### src/rtl/spi_pkg.sv
// Shared types and constants for the multi-chip-select SPI master.
package spi_pkg;

  typedef enum logic [1:0] {
    StIdle,
    StSetup,
    StShift,
    StTrail
  } spi_state_e;

  // Modes encoded as {cpol, cpha}.
  localparam logic [1:0] SPI_MODE0 = 2'b00;
  localparam logic [1:0] SPI_MODE1 = 2'b01;
  localparam logic [1:0] SPI_MODE2 = 2'b10;
  localparam logic [1:0] SPI_MODE3 = 2'b11;

  // Divider for the ~400 kHz SD-card init rate from a 25 MHz clock.
  localparam int unsigned SD_INIT_DIV = 30;

endpackage

### src/rtl/spi_clk_tick.sv
// Half-period tick generator: one-cycle tick every div_i+1 cycles while enabled.
module spi_clk_tick #(
  parameter int unsigned DIV_W = 8
) (
  input  logic             clk_i,
  input  logic             rst_i,
  input  logic             en_i,
  input  logic [DIV_W-1:0] div_i,
  output logic             tick_o
);

  logic [DIV_W-1:0] cnt_q, cnt_d;

  // Held at the reload value while disabled so the first enabled cycle starts a full period.
  always_comb begin
    cnt_d = cnt_q;
    if (!en_i || cnt_q == '0) begin
      cnt_d = div_i;
    end else begin
      cnt_d = cnt_q - DIV_W'(1);
    end
  end

  always_ff @(posedge clk_i or posedge rst_i) begin
    if (rst_i) begin
      cnt_q <= '0;
    end else begin
      cnt_q <= cnt_d;
    end
  end

  assign tick_o = en_i && (cnt_q == '0);

endmodule

### src/rtl/spi_master_mcs.sv
// Parametrised SPI master: all four modes, runtime divider, multiple chip selects.
// Defining SPI_LSB_FIRST_EN adds the lsb_first input for LSB-first transfers.
module spi_master_mcs
  import spi_pkg::*;
#(
  parameter int unsigned DATA_W = 8,
  parameter int unsigned NUM_CS = 1,
  parameter int unsigned DIV_W  = 8,
  localparam int unsigned CsW   = $clog2(NUM_CS) + 1
) (
  input  logic              clk25,
  input  logic              rst,
  input  logic              start,
  input  logic [DATA_W-1:0] tx_data,
  input  logic [CsW-1:0]    cs_sel,
  input  logic              cs_hold,
  input  logic [DIV_W-1:0]  clk_div,
  input  logic              cpol,
  input  logic              cpha,
`ifdef SPI_LSB_FIRST_EN
  input  logic              lsb_first,
`endif
  output logic              busy,
  output logic              done,
  output logic [DATA_W-1:0] rx_data,
  output logic              spi_sclk,
  output logic              spi_mosi,
  input  logic              spi_miso,
  output logic [NUM_CS-1:0] spi_cs_n
);

  localparam int unsigned EdgeW = $clog2(2 * DATA_W);
  localparam logic [EdgeW-1:0] LastEdge = EdgeW'(2 * DATA_W - 1);

  spi_state_e state_q, state_d;
  logic busy_q, busy_d, done_q, done_d, sclk_q, sclk_d, mosi_q, mosi_d;
  logic cpha_q, cpha_d, hold_q, hold_d, lsb_q, lsb_d;
  logic [DIV_W-1:0]  div_q, div_d;
  logic [DATA_W-1:0] tx_q, tx_d, rx_sh_q, rx_sh_d, rx_q, rx_d;
  logic [EdgeW-1:0]  edge_q, edge_d;
  logic [NUM_CS-1:0] cs_n_q, cs_n_d;
  logic lsb_in, tick, sample;

`ifdef SPI_LSB_FIRST_EN
  assign lsb_in = lsb_first;
`else
  assign lsb_in = 1'b0;
`endif

  function automatic logic first_bit(input logic [DATA_W-1:0] v, input logic lsb);
    return lsb ? v[0] : v[DATA_W-1];
  endfunction

  function automatic logic [DATA_W-1:0] shift_tx(input logic [DATA_W-1:0] v, input logic lsb);
    return lsb ? (v >> 1) : (v << 1);
  endfunction

  function automatic logic [DATA_W-1:0] shift_rx(input logic [DATA_W-1:0] v, input logic b,
                                                 input logic lsb);
    return lsb ? {b, v[DATA_W-1:1]} : {v[DATA_W-2:0], b};
  endfunction

  spi_clk_tick #(
    .DIV_W(DIV_W)
  ) u_tick (
    .clk_i (clk25),
    .rst_i (rst),
    .en_i  (state_q != StIdle),
    .div_i ((state_q == StIdle) ? clk_div : div_q),
    .tick_o(tick)
  );

  always_comb begin
    state_d = state_q;
    busy_d  = busy_q;
    done_d  = 1'b0;
    sclk_d  = sclk_q;
    mosi_d  = mosi_q;
    cpha_d  = cpha_q;
    hold_d  = hold_q;
    lsb_d   = lsb_q;
    div_d   = div_q;
    tx_d    = tx_q;
    rx_sh_d = rx_sh_q;
    rx_d    = rx_q;
    edge_d  = edge_q;
    cs_n_d  = cs_n_q;
    sample  = 1'b0;
    unique case (state_q)
      StIdle: begin
        sclk_d = cpol;
        // done_q blocks a start that coincides with the end-of-transfer pulse.
        if (start && !done_q) begin
          state_d = StSetup;
          busy_d  = 1'b1;
          cpha_d  = cpha;
          hold_d  = cs_hold;
          lsb_d   = lsb_in;
          div_d   = clk_div;
          edge_d  = '0;
          rx_sh_d = '0;
          tx_d    = tx_data;
          cs_n_d  = '1;
          for (int i = 0; i < int'(NUM_CS); i++) begin
            if (i == int'(cs_sel)) cs_n_d[i] = 1'b0;
          end
          if (!cpha) begin
            mosi_d = first_bit(tx_data, lsb_in);
            tx_d   = shift_tx(tx_data, lsb_in);
          end
        end
      end
      StSetup: begin
        if (tick) state_d = StShift;
      end
      StShift: begin
        if (tick) begin
          sclk_d = ~sclk_q;
          edge_d = edge_q + EdgeW'(1);
          // Even edge index is a leading edge; CPHA swaps which edge samples.
          sample = ~edge_q[0] ^ cpha_q;
          if (sample) begin
            rx_sh_d = shift_rx(rx_sh_q, spi_miso, lsb_q);
          end else if (edge_q != LastEdge) begin
            mosi_d = first_bit(tx_q, lsb_q);
            tx_d   = shift_tx(tx_q, lsb_q);
          end
          if (edge_q == LastEdge) state_d = StTrail;
        end
      end
      StTrail: begin
        if (tick) begin
          state_d = StIdle;
          busy_d  = 1'b0;
          done_d  = 1'b1;
          rx_d    = rx_sh_q;
          if (!hold_q) cs_n_d = '1;
        end
      end
      default: state_d = StIdle;
    endcase
  end

  always_ff @(posedge clk25 or posedge rst) begin
    if (rst) begin
      state_q <= StIdle;
      busy_q  <= 1'b0;
      done_q  <= 1'b0;
      sclk_q  <= 1'b0;
      mosi_q  <= 1'b0;
      cpha_q  <= 1'b0;
      hold_q  <= 1'b0;
      lsb_q   <= 1'b0;
      div_q   <= '0;
      tx_q    <= '0;
      rx_sh_q <= '0;
      rx_q    <= '0;
      edge_q  <= '0;
      cs_n_q  <= '1;
    end else begin
      state_q <= state_d;
      busy_q  <= busy_d;
      done_q  <= done_d;
      sclk_q  <= sclk_d;
      mosi_q  <= mosi_d;
      cpha_q  <= cpha_d;
      hold_q  <= hold_d;
      lsb_q   <= lsb_d;
      div_q   <= div_d;
      tx_q    <= tx_d;
      rx_sh_q <= rx_sh_d;
      rx_q    <= rx_d;
      edge_q  <= edge_d;
      cs_n_q  <= cs_n_d;
    end
  end

  assign busy     = busy_q;
  assign done     = done_q;
  assign rx_data  = rx_q;
  assign spi_sclk = sclk_q;
  assign spi_mosi = mosi_q;
  assign spi_cs_n = cs_n_q;

endmodule
### config.mk
export PLATFORM = sky130hd
export DESIGN_NAME = spi_master_mcs
export DESIGN_NICKNAME = d
export VERILOG_FILES = /design/src/rtl/spi_pkg.sv /design/src/rtl/spi_clk_tick.sv /design/src/rtl/spi_master_mcs.sv
export SDC_FILE = /design/constraint.sdc
export NUM_CORES = 1
export LEC_CHECK = 0
export BUFFER_PORTS_ARGS = -buffer_cell sky130_fd_sc_hd__buf_2
export CAP_MARGIN = 40
export CORE_MARGIN = 2
export CORE_UTILIZATION = 57
export CTS_CLUSTER_DIAMETER = 80
export DETAILED_ROUTE_END_ITERATION = 6
export HOLD_SLACK_MARGIN = 0.02
export MAX_ROUTING_LAYER = met4
export PLACE_DENSITY = 0.84
export REMOVE_ABC_BUFFERS = 1
export SETUP_SLACK_MARGIN = 0.1
export SLEW_MARGIN = 20
export SYNTH_ARGS = -nofsm -noshare
export SYNTH_HDL_FRONTEND = slang
export SYNTH_HIERARCHICAL = 1
export SYNTH_SLANG_ARGS = --single-unit
### constraint.sdc
create_clock -name clk25 -period 3.2 [get_ports clk25]
set_input_delay 0.32 -clock clk25 [delete_from_list [all_inputs] [get_ports clk25]]
set_output_delay 0.32 -clock clk25 [all_outputs]
set_load 0.05 [all_outputs]
==> impl_metrics.env <==
export IMPL_area_delta_synth_final_pct=14.0
export IMPL_end_kind="register"
export IMPL_diodes=0
export IMPL_synth_distinct_cells=50
export IMPL_syn_area_per_cell_um2=11.8
export IMPL_wirelength_um=4940
export IMPL_grt_pass1_vias=1853
export IMPL_die_area_um2=5400
export IMPL_relSlewSlack=0.650
export IMPL_ff_latch_area_um2=1330
export IMPL_ff2ff_path_depth=8
export IMPL_finalNetCount=307
export IMPL_fmax_mhz=373
export IMPL_dr_total_vias=1883
export IMPL_drc_errors=0
export IMPL_synthFlopType="dfrtp_1"
export IMPL_rsz0062_at_grt="false"
export IMPL_antenna_found_initial=0
export IMPL_io_buffers=36
export IMPL_synth_edff_count=0
export IMPL_die_y_um=73.5
export IMPL_dp_hpwl_um=3630
export IMPL_leakagePower_nw=1.59
export IMPL_clk_pin_slew_ns=0.09
export IMPL_worstHoldPathCells=2
export IMPL_hold_path_class="in2reg"
export IMPL_synthArstFlopShare=1.00
export IMPL_cts_root_buf="clkbuf_8"
export IMPL_timing_final_crit_share=0.837
export IMPL_num_io_pins=37
export IMPL_hold_ws_ns=0.251
export IMPL_clk_path_buf_depth=2
export IMPL_cts_tree="done"
export IMPL_worstSetupPathType="reg2reg"
export IMPL_numCtsBuffers=5
export IMPL_avgViaCountPerCell=5.71
export IMPL_fin_skew_ns=0.00488
export IMPL_grt_use_total=0.205
export IMPL_cts_setup_buffers=0
export IMPL_floorplan_initialDensity=0.587
export IMPL_antenna_left=0
export IMPL_gp_congestion=0.876
export IMPL_syn_area_um2=2750
export IMPL_synthCells=234
export IMPL_arrival_ns=2.92
export IMPL_irDropWorstVdd_mv=0.325
export IMPL_fin_util=0.669
export IMPL_dpl_cell_count=321
export IMPL_synthTopCellsByArea="dfrtp_1 47%, mux2_2 16%, mux2i_1 4.4%"
export IMPL_setup_violations_final=0
export IMPL_outcome="finished, final reports clean"
export IMPL_fill_cells=348
export IMPL_die_w_um=73.5
export IMPL_cts_sinks=53
export IMPL_ys_ff_latch=53
export IMPL_rows=25
export IMPL_multi_input_area_um2=1330
export IMPL_drt_pass1_iter_count=4
export IMPL_grt_pass1_wl_um=8270
export IMPL_cap_violations=0
export IMPL_htreeDepth=2
export IMPL_layout_min_cycle_time_ns=2.68
export IMPL_fin_cells=330
export IMPL_grt_start_max_net_pins=24
export IMPL_crit_required_ns=3.45
export IMPL_fin_tns_setup_ns=0
export IMPL_seq_area_frac_synth=0.482
export IMPL_drive_gt1_frac=0.348
export IMPL_cp_max_fo=11
export IMPL_slew_viol_final=0
export IMPL_powerDensity_nw_per_um2=387
export IMPL_start_kind="register"
export IMPL_core_area_um2=4690
export IMPL_drtIter0Drc=92
export IMPL_synth_top_cell_by_area="dfrtp_1"
export IMPL_synth_top_cell_area_share=0.473
export IMPL_worst_pin_slew_ns=0.526
export IMPL_wire_per_inst_um=15.0
export IMPL_grt_overflow=0
export IMPL_clk_latency_ns=0.30
export IMPL_hold_viol=0
export IMPL_yosys_warnings=6
kinds of logic (layout without fill, tap and decap cells):
group,after synthesis,count (layout),share of synthesized area
buf+inv,22,64,0.0341
compound gates,50,50,0.136
mux,51,51,0.203
flops,53,53,0.482
simple gates,45,45,0.0895
xor+xnor,5,5,0.0186
fa+ha+maj,8,8,0.0363
what timing repair did:
item,in CTS,in global routing
hold buffers,1,0
hold endpoints to repair,11,0
resized for setup,0,0
worst paths after layout:
kind,start,endpoint,slack (ns)
setup / recovery,u_tick/cnt_q[0],rx_sh_q[0],0.52
hold / removal,spi_miso,rx_sh_q[0],0.25
setup reg to reg,u_tick/cnt_q[0],rx_sh_q[0],0.52
hold reg to reg,edge_q[3],edge_q[3],0.49
max in group asynchronous,rst,spi_cs_n,2.13
min in group asynchronous,rst,div_q[2],0.48
cells in the final DEF (no fill, tap or decap), types with 2 or more instances in the layout:
cell / n
a2bb2oi_1: 3
o22a_1: 2
mux2i_1: 12
nor3_1: 4
buf_4: 3
o211a_1: 2
ha_1: 8
o21ai_0: 16
nand3_1: 3
mux2_2: 39
a22o_1: 5
nor2_1: 3
xor2_1: 3
nand2b_1: 2
dfrtp_1: 52
clkbuf_8: 6
buf_2: 36
o21ai_1: 4
a22oi_1: 5
inv_1: 14
nand2_1: 19
or3b_2: 2
and3_1: 2
power by group:
part           switching, W  internal (W)   total, W
sequential       0.00000447      0.000677   0.000681
combinational     0.0000374     0.0000341  0.0000714
clock              0.000209      0.000255   0.000464
total              0.000251      0.000966    0.00122
Yosys cell counts, drive strengths merged (2+ instances only):
cell type,instances
dfrtp,52
buf,5
a22o,5
a2bb2oi,3
nand3,3
and3,2
nor2,3
xnor2,2
xor2,3
or3b,2
ha,8
nor3,5
mux2i,12
inv,15
clkbuf,2
nand2,20
a21oi,2
mux2,39
o21ai,21
a22oi,6
o211a,2
o22a,2
nand2b,2
flip-flops by register name, summed over array words and instances (netlist names):
signal        cells
div_q             8
rx_data           8
rx_sh_q           8
tx_q              8
u_tick/cnt_q      8
edge_q            4
state_q           2
busy              1
cpha_q            1
done              1
hold_q            1
spi_cs_n          1
spi_mosi          1
spi_sclk          1
critical path, cell delays in order, from the launching register on:
cell and delay (ns):
dfrtp_1 0.40, inv_1 0.10, ha_1 0.16, or3b_2 0.50, nor3_1 0.42, mux2i_1 0.24, a21o_1 0.33, nor3_4 0.29
a22o_1 0.18
stage by stage:
step	total power [W]	instance area, um2	setup slack (ns)
4_1_cts	0.00123	3140	0.528
3_3_place_gp	0.000760	2990	0.607
6_report	0.00122	3140	0.522
5_1_grt	0.00126	3140	0.308
2_1_floorplan	0.000733	2720	0.727
3_5_place_dp	0.000766	3010	0.561
routing by layer:
| layer | wire length (um) | global-route usage |
|---|---|---|
| met5 | 0 | - |
| met4 | 52 | 0.0626 |
| met3 | 142 | 0.0370 |
| met2 | 2450 | 0.340 |
| met1 | 2290 | 0.256 |
final cells by class:
cell class	instances	share of cell area
Clock buffer	7	0.0275
Sequential cell	53	0.423
Inverter	15	0.0179
Tap cell	54	0.0215
Multi-Input combinational cell	159	0.424
Timing Repair Buffer	41	0.0765
Clock inverter	1	0.00956
Power figures use the tool's default switching activity.
